[src/rtl/dram_global_controller_if.sv]
// Channel bundle of the DRAM frontend scheduler: core requests, backend commands,
// returned read data and tagged read responses.
interface dram_global_controller_if #(
  parameter int ADDR_W = 32,
  parameter int DATA_W = 128,
  parameter int ID_W   = 4,
  parameter int CORE_W = 2
);
  logic                           o_scheduler_ready;
  logic                           i_interconnection_request_valid;
  logic [CORE_W+ID_W+ADDR_W:0]    i_interconnection_request;
  logic [DATA_W-1:0]              i_interconnection_write_data;
  logic                           i_interconnection_write_data_last;
  logic                           i_backend_controller_ready;
  logic                           o_frontend_command_valid;
  logic [ADDR_W:0]                o_frontend_command;
  logic [DATA_W-1:0]              o_frontend_write_data;
  logic                           o_stall_backend_controller;
  logic                           o_frontend_receive_ready;
  logic                           i_returned_data_valid;
  logic [DATA_W-1:0]              i_returned_data;
  logic                           i_interconnection_ready;
  logic                           o_scheduler_request_valid;
  logic [DATA_W-1:0]              o_scheduler_read_data;
  logic                           o_scheduler_read_data_last;
  logic [ID_W-1:0]                o_scheduler_request_id;
  logic [CORE_W-1:0]              o_scheduler_core_num;

  modport slave (
    output o_scheduler_ready,
    input  i_interconnection_request_valid, i_interconnection_request,
    input  i_interconnection_write_data, i_interconnection_write_data_last,
    input  i_backend_controller_ready,
    output o_frontend_command_valid, o_frontend_command, o_frontend_write_data,
    output o_stall_backend_controller, o_frontend_receive_ready,
    input  i_returned_data_valid, i_returned_data, i_interconnection_ready,
    output o_scheduler_request_valid, o_scheduler_read_data, o_scheduler_read_data_last,
    output o_scheduler_request_id, o_scheduler_core_num
  );

  modport master (
    input  o_scheduler_ready,
    output i_interconnection_request_valid, i_interconnection_request,
    output i_interconnection_write_data, i_interconnection_write_data_last,
    output i_backend_controller_ready,
    input  o_frontend_command_valid, o_frontend_command, o_frontend_write_data,
    input  o_stall_backend_controller, o_frontend_receive_ready,
    output i_returned_data_valid, i_returned_data, i_interconnection_ready,
    input  o_scheduler_request_valid, o_scheduler_read_data, o_scheduler_read_data_last,
    input  o_scheduler_request_id, o_scheduler_core_num
  );
endinterface

[src/rtl/dram_global_controller.sv]
// In-order DRAM frontend scheduler: request FIFO -> backend commands, outstanding-read
// tag FIFO, and a response FIFO that returns read data tagged with core and ID.
module dram_global_controller_fifo #(
  parameter int WIDTH = 8,
  parameter int DEPTH = 4
) (
  input  logic             clk,
  input  logic             srst,
  input  logic             push,
  input  logic [WIDTH-1:0] push_data,
  input  logic             pop,
  output logic [WIDTH-1:0] head,
  output logic             full,
  output logic             empty
);
  localparam int AW = $clog2(DEPTH);

  logic [WIDTH-1:0] mem [DEPTH];
  logic [AW:0]      wr_ptr_reg;
  logic [AW:0]      rd_ptr_reg;

  // Pointers carry one extra wrap bit so full and empty differ only in the MSB.
  assign empty = (wr_ptr_reg == rd_ptr_reg);
  assign full  = (wr_ptr_reg[AW] != rd_ptr_reg[AW]) &&
                 (wr_ptr_reg[AW-1:0] == rd_ptr_reg[AW-1:0]);
  assign head  = mem[rd_ptr_reg[AW-1:0]];

  always_ff @(posedge clk) begin
    if (srst) begin
      wr_ptr_reg <= '0;
      rd_ptr_reg <= '0;
    end else begin
      if (push && !full)
        wr_ptr_reg <= wr_ptr_reg + (AW+1)'(1);
      if (pop && !empty)
        rd_ptr_reg <= rd_ptr_reg + (AW+1)'(1);
    end
  end

  always_ff @(posedge clk) begin
    if (!srst && push && !full)
      mem[wr_ptr_reg[AW-1:0]] <= push_data;
  end
endmodule

module dram_global_controller #(
  parameter int ADDR_W    = 32,
  parameter int DATA_W    = 128,
  parameter int ID_W      = 4,
  parameter int CORE_W    = 2,
  parameter int CMD_DEPTH = 4,
  parameter int TAG_DEPTH = 4,
  parameter int RSP_DEPTH = 2
) (
  input  logic                    i_clk,
  input  logic                    i_rst_n,
  dram_global_controller_if.slave bus
);
  localparam int TAG_W = CORE_W + ID_W;
  localparam int REQ_W = TAG_W + 1 + ADDR_W;
  localparam int CMD_W = REQ_W + DATA_W;
  localparam int RSP_W = TAG_W + DATA_W;

  logic             in_reset_reg;
  logic             sched_ready;
  logic             cmd_push, cmd_pop, cmd_full, cmd_empty, cmd_valid;
  logic [CMD_W-1:0] cmd_push_data, cmd_head;
  logic             head_is_write;
  logic             tag_push, tag_pop, tag_full, tag_empty;
  logic [TAG_W-1:0] tag_head;
  logic             recv_ready;
  logic             rsp_push, rsp_pop, rsp_full, rsp_empty;
  logic [RSP_W-1:0] rsp_head;

  // Holds acceptance off while reset is asserted; clears the cycle after release.
  always_ff @(posedge i_clk)
    in_reset_reg <= i_rst_n;

  assign sched_ready   = !cmd_full && !in_reset_reg;
  assign cmd_push      = bus.i_interconnection_request_valid && sched_ready;
  assign cmd_push_data = {bus.i_interconnection_request,
                          bus.i_interconnection_request[ADDR_W] ?
                            bus.i_interconnection_write_data : {DATA_W{1'b0}}};

  dram_global_controller_fifo #(.WIDTH(CMD_W), .DEPTH(CMD_DEPTH)) u_cmd_fifo (
    .clk(i_clk), .srst(i_rst_n), .push(cmd_push), .push_data(cmd_push_data),
    .pop(cmd_pop), .head(cmd_head), .full(cmd_full), .empty(cmd_empty)
  );

  // A read at the head waits until there is room to remember who asked for it.
  assign head_is_write = cmd_head[DATA_W+ADDR_W];
  assign cmd_valid     = !cmd_empty && !(!head_is_write && tag_full);
  assign cmd_pop       = cmd_valid && bus.i_backend_controller_ready;
  assign tag_push      = cmd_pop && !head_is_write;

  dram_global_controller_fifo #(.WIDTH(TAG_W), .DEPTH(TAG_DEPTH)) u_tag_fifo (
    .clk(i_clk), .srst(i_rst_n), .push(tag_push), .push_data(cmd_head[CMD_W-1 -: TAG_W]),
    .pop(tag_pop), .head(tag_head), .full(tag_full), .empty(tag_empty)
  );

  assign recv_ready = !tag_empty && !rsp_full;
  assign tag_pop    = bus.i_returned_data_valid && recv_ready;
  assign rsp_push   = tag_pop;
  assign rsp_pop    = !rsp_empty && bus.i_interconnection_ready;

  dram_global_controller_fifo #(.WIDTH(RSP_W), .DEPTH(RSP_DEPTH)) u_rsp_fifo (
    .clk(i_clk), .srst(i_rst_n), .push(rsp_push), .push_data({tag_head, bus.i_returned_data}),
    .pop(rsp_pop), .head(rsp_head), .full(rsp_full), .empty(rsp_empty)
  );

  assign bus.o_scheduler_ready          = sched_ready;
  assign bus.o_frontend_command_valid   = cmd_valid;
  assign bus.o_frontend_command         = cmd_empty ? '0 : cmd_head[DATA_W +: ADDR_W+1];
  assign bus.o_frontend_write_data      = cmd_empty ? '0 : cmd_head[DATA_W-1:0];
  assign bus.o_stall_backend_controller = rsp_full;
  assign bus.o_frontend_receive_ready   = recv_ready;

  assign bus.o_scheduler_request_valid  = !rsp_empty;
  assign bus.o_scheduler_read_data_last = !rsp_empty;
  assign bus.o_scheduler_read_data      = rsp_empty ? '0 : rsp_head[DATA_W-1:0];
  assign bus.o_scheduler_request_id     = rsp_empty ? '0 : rsp_head[DATA_W +: ID_W];
  assign bus.o_scheduler_core_num       = rsp_empty ? '0 : rsp_head[RSP_W-1 -: CORE_W];
endmodule

[src/flat_wrapper.sv]
// flat-port wrapper written by rule: the top's interface ports become plain ports
module dram_global_controller_flat 
#(
  parameter int ADDR_W    = 32,
  parameter int DATA_W    = 128,
  parameter int ID_W      = 4,
  parameter int CORE_W    = 2,
  parameter int CMD_DEPTH = 4,
  parameter int TAG_DEPTH = 4,
  parameter int RSP_DEPTH = 2
)
  (i_clk, i_rst_n, bus_o_scheduler_ready, bus_i_interconnection_request_valid, bus_i_interconnection_request, bus_i_interconnection_write_data, bus_i_interconnection_write_data_last, bus_i_backend_controller_ready, bus_o_frontend_command_valid, bus_o_frontend_command, bus_o_frontend_write_data, bus_o_stall_backend_controller, bus_o_frontend_receive_ready, bus_i_returned_data_valid, bus_i_returned_data, bus_i_interconnection_ready, bus_o_scheduler_request_valid, bus_o_scheduler_read_data, bus_o_scheduler_read_data_last, bus_o_scheduler_request_id, bus_o_scheduler_core_num);
  dram_global_controller_if #(.ADDR_W(ADDR_W), .DATA_W(DATA_W), .ID_W(ID_W), .CORE_W(CORE_W)) bus_i ();
  input  logic i_clk;
  input  logic i_rst_n;
  output wire logic [$bits(bus_i.o_scheduler_ready)-1:0] bus_o_scheduler_ready;
  input wire logic [$bits(bus_i.i_interconnection_request_valid)-1:0] bus_i_interconnection_request_valid;
  input wire logic [$bits(bus_i.i_interconnection_request)-1:0] bus_i_interconnection_request;
  input wire logic [$bits(bus_i.i_interconnection_write_data)-1:0] bus_i_interconnection_write_data;
  input wire logic [$bits(bus_i.i_interconnection_write_data_last)-1:0] bus_i_interconnection_write_data_last;
  input wire logic [$bits(bus_i.i_backend_controller_ready)-1:0] bus_i_backend_controller_ready;
  output wire logic [$bits(bus_i.o_frontend_command_valid)-1:0] bus_o_frontend_command_valid;
  output wire logic [$bits(bus_i.o_frontend_command)-1:0] bus_o_frontend_command;
  output wire logic [$bits(bus_i.o_frontend_write_data)-1:0] bus_o_frontend_write_data;
  output wire logic [$bits(bus_i.o_stall_backend_controller)-1:0] bus_o_stall_backend_controller;
  output wire logic [$bits(bus_i.o_frontend_receive_ready)-1:0] bus_o_frontend_receive_ready;
  input wire logic [$bits(bus_i.i_returned_data_valid)-1:0] bus_i_returned_data_valid;
  input wire logic [$bits(bus_i.i_returned_data)-1:0] bus_i_returned_data;
  input wire logic [$bits(bus_i.i_interconnection_ready)-1:0] bus_i_interconnection_ready;
  output wire logic [$bits(bus_i.o_scheduler_request_valid)-1:0] bus_o_scheduler_request_valid;
  output wire logic [$bits(bus_i.o_scheduler_read_data)-1:0] bus_o_scheduler_read_data;
  output wire logic [$bits(bus_i.o_scheduler_read_data_last)-1:0] bus_o_scheduler_read_data_last;
  output wire logic [$bits(bus_i.o_scheduler_request_id)-1:0] bus_o_scheduler_request_id;
  output wire logic [$bits(bus_i.o_scheduler_core_num)-1:0] bus_o_scheduler_core_num;
  assign bus_o_scheduler_ready = bus_i.o_scheduler_ready;
  assign bus_i.i_interconnection_request_valid = bus_i_interconnection_request_valid;
  assign bus_i.i_interconnection_request = bus_i_interconnection_request;
  assign bus_i.i_interconnection_write_data = bus_i_interconnection_write_data;
  assign bus_i.i_interconnection_write_data_last = bus_i_interconnection_write_data_last;
  assign bus_i.i_backend_controller_ready = bus_i_backend_controller_ready;
  assign bus_o_frontend_command_valid = bus_i.o_frontend_command_valid;
  assign bus_o_frontend_command = bus_i.o_frontend_command;
  assign bus_o_frontend_write_data = bus_i.o_frontend_write_data;
  assign bus_o_stall_backend_controller = bus_i.o_stall_backend_controller;
  assign bus_o_frontend_receive_ready = bus_i.o_frontend_receive_ready;
  assign bus_i.i_returned_data_valid = bus_i_returned_data_valid;
  assign bus_i.i_returned_data = bus_i_returned_data;
  assign bus_i.i_interconnection_ready = bus_i_interconnection_ready;
  assign bus_o_scheduler_request_valid = bus_i.o_scheduler_request_valid;
  assign bus_o_scheduler_read_data = bus_i.o_scheduler_read_data;
  assign bus_o_scheduler_read_data_last = bus_i.o_scheduler_read_data_last;
  assign bus_o_scheduler_request_id = bus_i.o_scheduler_request_id;
  assign bus_o_scheduler_core_num = bus_i.o_scheduler_core_num;
  dram_global_controller #(.ADDR_W(ADDR_W), .DATA_W(DATA_W), .ID_W(ID_W), .CORE_W(CORE_W), .CMD_DEPTH(CMD_DEPTH), .TAG_DEPTH(TAG_DEPTH), .RSP_DEPTH(RSP_DEPTH)) u_core (.i_clk(i_clk), .i_rst_n(i_rst_n), .bus(bus_i));
endmodule
[config.mk]
export PLATFORM = sky130hd
export DESIGN_NAME = dram_global_controller_flat
export DESIGN_NICKNAME = d
export VERILOG_FILES = /design/src/rtl/dram_global_controller_if.sv /design/src/rtl/dram_global_controller.sv /design/src/flat_wrapper.sv
export SDC_FILE = /design/constraint.sdc
export NUM_CORES = 1
export LEC_CHECK = 0
export CAP_MARGIN = 20
export CELL_PAD_IN_SITES_DETAIL_PLACEMENT = 1
export CELL_PAD_IN_SITES_GLOBAL_PLACEMENT = 1
export CORE_AREA = 3 3 300 302
export DETAILED_ROUTE_END_ITERATION = 8
export DIE_AREA = 0 0 303 305
export DONT_BUFFER_PORTS = 1
export MAX_ROUTING_LAYER = met4
export PLACE_DENSITY = 0.81
export SYNTH_ARGS = -nofsm -noshare
export SYNTH_HDL_FRONTEND = slang
export SYNTH_HIERARCHICAL = 1
export SYNTH_SLANG_ARGS = --single-unit
[constraint.sdc]
create_clock -name i_clk -period 19 [get_ports i_clk]
set_input_delay 2.85 -clock i_clk [delete_from_list [all_inputs] [get_ports i_clk]]
set_output_delay 2.85 -clock i_clk [all_outputs]
set_load 0.03 [all_outputs]
# Yosys cells after proc, flatten, opt, wreduce, memory -nomap -nowiden
# Memory sizes are Yosys's and may differ from the RTL's. A register that Yosys moved wholly into a read port is not among the register bits.
# Cells that the tools add are included.
# word_totals
reg_bits	17
mem_bits_rw	960
input_bits	302
out_inout_bits	301
word_cells	77
mem_count	3
# op_classes
n_addsub	6
n_eq_ne	9
mux	18
n_reduce_logical	34
# mem_list
name	depth	word_bits	read_ports	rd_clocked_by_memory_dff	wr	line	text
u_core.u_cmd_fifo.mem	4	167	1	1	1	dram_global_controller.sv:18	logic [WIDTH-1:0] mem [DEPTH];
u_core.u_rsp_fifo.mem	2	134	1	1	1	dram_global_controller.sv:18	
u_core.u_tag_fifo.mem	4	6	1	1	1	dram_global_controller.sv:18	
# op_table
op	count
two-way mux 128 bit	3
two-way mux 33 bit	1
logical AND 1 bit	24
adder 3 x 1 -> 3 bit (second input constant)	4
zero test 1 bit	10
two-way mux 2 bit	5
two-way mux 1 bit	8
== test 2 bit	3
== test 3 bit	2
adder 2 x 1 -> 2 bit (second input constant)	2
two-way mux 4 bit	1
!= test 1 bit	3
== test 1 bit	1

# Longest topological paths before layout
# logic_depth
ltp_word	11
depth_mapped	11
ltp_nobuf	8

# Modules after synthesis
# The synthesis kept the hierarchy.
# modules_own_cells
mod	n_inst	cells_each	area_each_um2	seq_area_each_um2
dram_global_controller_fifo at u_core.u_cmd_fifo	1	941	24668.7	20219.4
dram_global_controller_fifo at u_core.u_rsp_fifo	1	451	9964.6	8147.8
dram_global_controller	1	483	3298.2	20.0
dram_global_controller_fifo at u_core.u_tag_fifo	1	99	1428.9	880.8

# Worst setup path before layout
# Ideal clock, no wire load.
# synth_path
path_kind	in2reg
startpoint	input bus_i_returned_data_valid
endpoint	memory u_core/u_rsp_fifo/mem[0][0] in the netlist's numbering (enable)
setup_time_ns	1.004
t_arrival_ns	16.937
setup_slack_ns	1.059
stages	2
path_buffers	0
cell_sequence	and2_1 > nor4b_1
# synth_via
elab_chain_cells	5
# synth_rtl
item	line	text
start: declaration	flat_wrapper.sv:27	input wire logic [$bits(bus_i.i_returned_data_valid)-1:0] bus_i_returned_data_valid;
logical AND 1 bit	dram_global_controller.sv:102	assign tag_pop = bus.i_returned_data_valid && recv_ready;
logical AND 1 bit (2 in a row)	dram_global_controller.sv:41	if (!srst && push && !full)
two-way mux 1 bit	dram_global_controller.sv:41	
two-way mux 1 bit (implied by the code)	dram_global_controller.sv:42	mem[wr_ptr_reg[AW-1:0]] <= push_data;
end: declaration	dram_global_controller.sv:18	
# Every way passes these cells.

==> out/results.ini <==
[clocking]
cts_tree = yes
clk_pin_slew_worst_paths_ps = 60
cts_buffers = 99
clkSinkCount = 982
ctsHoldBuffers = 0
cts_buffer_depth = 3
root_buffer = clkbuf_16
cts_resized = 0
post_cts_buffers = 0
cts_max_level = 3
clkLatencyLatePin_ps = 670

[place]
dpl.hpwl_um = 55100
numPortBuffers = 0
place_congestion = 0.768

[synthesis]
synth_top_family_by_area = multiplexers
yosysWarnings = 6
syn_avg_cell_area_um2 = 19.9
synth_edf_count = 960
synth-seq-cells = 982
synth_cell_types = 47
synth-xor-area-share = 0.00353
muxShareOfSynthArea = 0.138
postSynthNetCount = 2286
synth-simple-area-share = 0.0837
synth_cells = 1974
synth_compound_area_frac = 0.00715
ys_seq_area_frac = 0.744
synthAdderAreaFrac = 0.00318
async_reset_ff_frac = 0
ys.flop_type = edfxtp_1
synth_area_um2 = 39400

[route]
drc_errors = 0
routed.top_layer = met4
met2_length_um = 45300
drt_wl_total_um = 87700
ant_nets = 0
wl_met3_um = 9130
drt_iter0_drc = 1024
route.vias.total = 17800
via_per_inst = 5.46
firstDrtPassIters = 5
routedWlPerCell_um = 26.9
route.layer.met1.wl_um = 30500

[finish]
num-nets-final = 2304
synthToLayoutAreaGrowth_pct = 10.8
final_cell_mix = 960 x edfxtp_1, 209 x nor2b_1, 173 x mux4_2
final.fill_count = 7863
utilization = 0.496
final_common_cell = edfxtp_1
drive_above_1_share = 0.281
largest_register_ffs = 668

[floorplanning]
core_region_area_um2 = 88000
pin_count = 603
initial_utilization = 0.447
dieWidth_um = 303
rows = 109
dieArea_um2 = 92400
fp.dieH_um = 305

[sta]
clock.fmax_mhz = 141
fin_skew_ps = 33.5
finalSetupViolations = 0
finalSetupTns_ps = 0
worst_slew_pin_slew_ps = 1050
drv_slew = 0
final-hold-violation-count = 0
timing.hold.ws_ps = 549
grt_setup_unrepaired = no
min_period_ps = 7100
slew_headroom = 0.301
finalCritPeriodShare = 0.374

[grt]
grt_pass1_wl_um = 129000
grt_max_degree = 164
grt_pass1_vias = 19816
track_usage = 0.192
overflow = 0
antenna_found_initial = 29

[power_and_ir_drop]
leakage_nw = 13.4
power_density_nw_per_um2 = 127
vdd_drop_max_mv = 0.178

[min_path]
hp-class = reg -> reg

[setup_path]
end_kind = primary output
critPathLaunchType = register
critPathArrivalTime_ps = 4250
crit_fanout = 59
crit_required_ps = 16150
critical_path_class = reg -> out

[job]
cap_violations = 0

[status]
status = finished clean

[critical path: stages (launching register included)]
cell and delay (ps):
dfxtp_4 930, buf_4 810, buf_4 830, mux4_2 340
nor2b_1 610
[power by group]
part | switching [W] | total (W) | internal, W
clock | 0.000807 | 0.00189 | 0.00108
sequential | 0.0000483 | 0.00250 | 0.00245
combinational | 0.000846 | 0.00116 | 0.000315
[synthesized netlist by cell type, drive strengths merged, types with 8 or more instances]
| cell type | instances | share of area |
|---|---|---|
| nor2 | 13 | 0.0012 |
| o21ai | 8 | 0.0010 |
| edfxtp | 960 | 0.73 |
| mux4 | 173 | 0.099 |
| ha | 10 | 0.0032 |
| buf | 90 | 0.018 |
| inv | 11 | 0.0010 |
| dfxtp | 22 | 0.011 |
| xor2 | 8 | 0.0018 |
| mux2 | 134 | 0.038 |
| nand3 | 10 | 0.0013 |
| nand2 | 13 | 0.0012 |
| clkbuf | 20 | 0.0023 |
| and2 | 134 | 0.021 |
| nor2b | 299 | 0.053 |
[cell families after synthesis]
kind of cell	after synthesis
flip-flops	982
multiplexers	309
AO/OA/AOI/OAI	39
AND/OR/NAND/NOR	498
XOR/XNOR	15
adder cells (fa/ha/maj)	10
buffers and inverters	121
[routing by layer]
metal / global-route usage / up-vias
li1: - / 7756
met1: 0.206 / 9210
met2: 0.323 / 670
met3: 0.0756 / 164
met4: 0.0659 / 0
met5: - / -
[path summary, 6_finish.rpt]
check | to | startpoint | cells after the start | slack (ps)
min reg2reg | u_core/u_tag_fifo/wr_ptr_reg[2]$_SDFFE_PP0P_ | u_core/u_tag_fifo/wr_ptr_reg[2]$_SDFFE_PP0P_ | 2 | 550
max reg2reg | u_core/u_cmd_fifo/mem[2][81]$_DFFE_PP_ | u_core/u_cmd_fifo/wr_ptr_reg[0]$_SDFFE_PP0P_ | 10 | 13530
min | u_core/u_tag_fifo/wr_ptr_reg[2]$_SDFFE_PP0P_ | u_core/u_tag_fifo/wr_ptr_reg[2]$_SDFFE_PP0P_ | 2 | 550
max | bus_o_frontend_write_data[58] | register | 4 | 11900
[final cells by class]
| class | count | area (um2) | area share |
|---|---|---|---|
| Clock inverter | 64 | 546 | 0.0125 |
| Clock buffer | 113 | 2600 | 0.0597 |
| Antenna cell | 27 | 67.6 | 0.00155 |
| Tap cell | 1165 | 1460 | 0.0334 |
| Multi-Input combinational cell | 871 | 9320 | 0.214 |
| Sequential cell | 982 | 29300 | 0.671 |
| Timing Repair Buffer | 27 | 300 | 0.00689 |
| Inverter | 11 | 41.3 | 0.000947 |
[metrics by stage]
stage          power, W  setup WS (ps)  cells  instance area [um2]
2_1_floorplan   0.00357           1060   1974                39400
3_3_place_gp    0.00368          12560   3051                40300
3_5_place_dp    0.00371          12550   3051                40300
4_1_cts         0.00560          11790   3228                43400
5_1_grt         0.00577          11600   3260                43600
6_report        0.00555          11900   3260                43600
No activity file was read; power rests on OpenSTA's default activity.
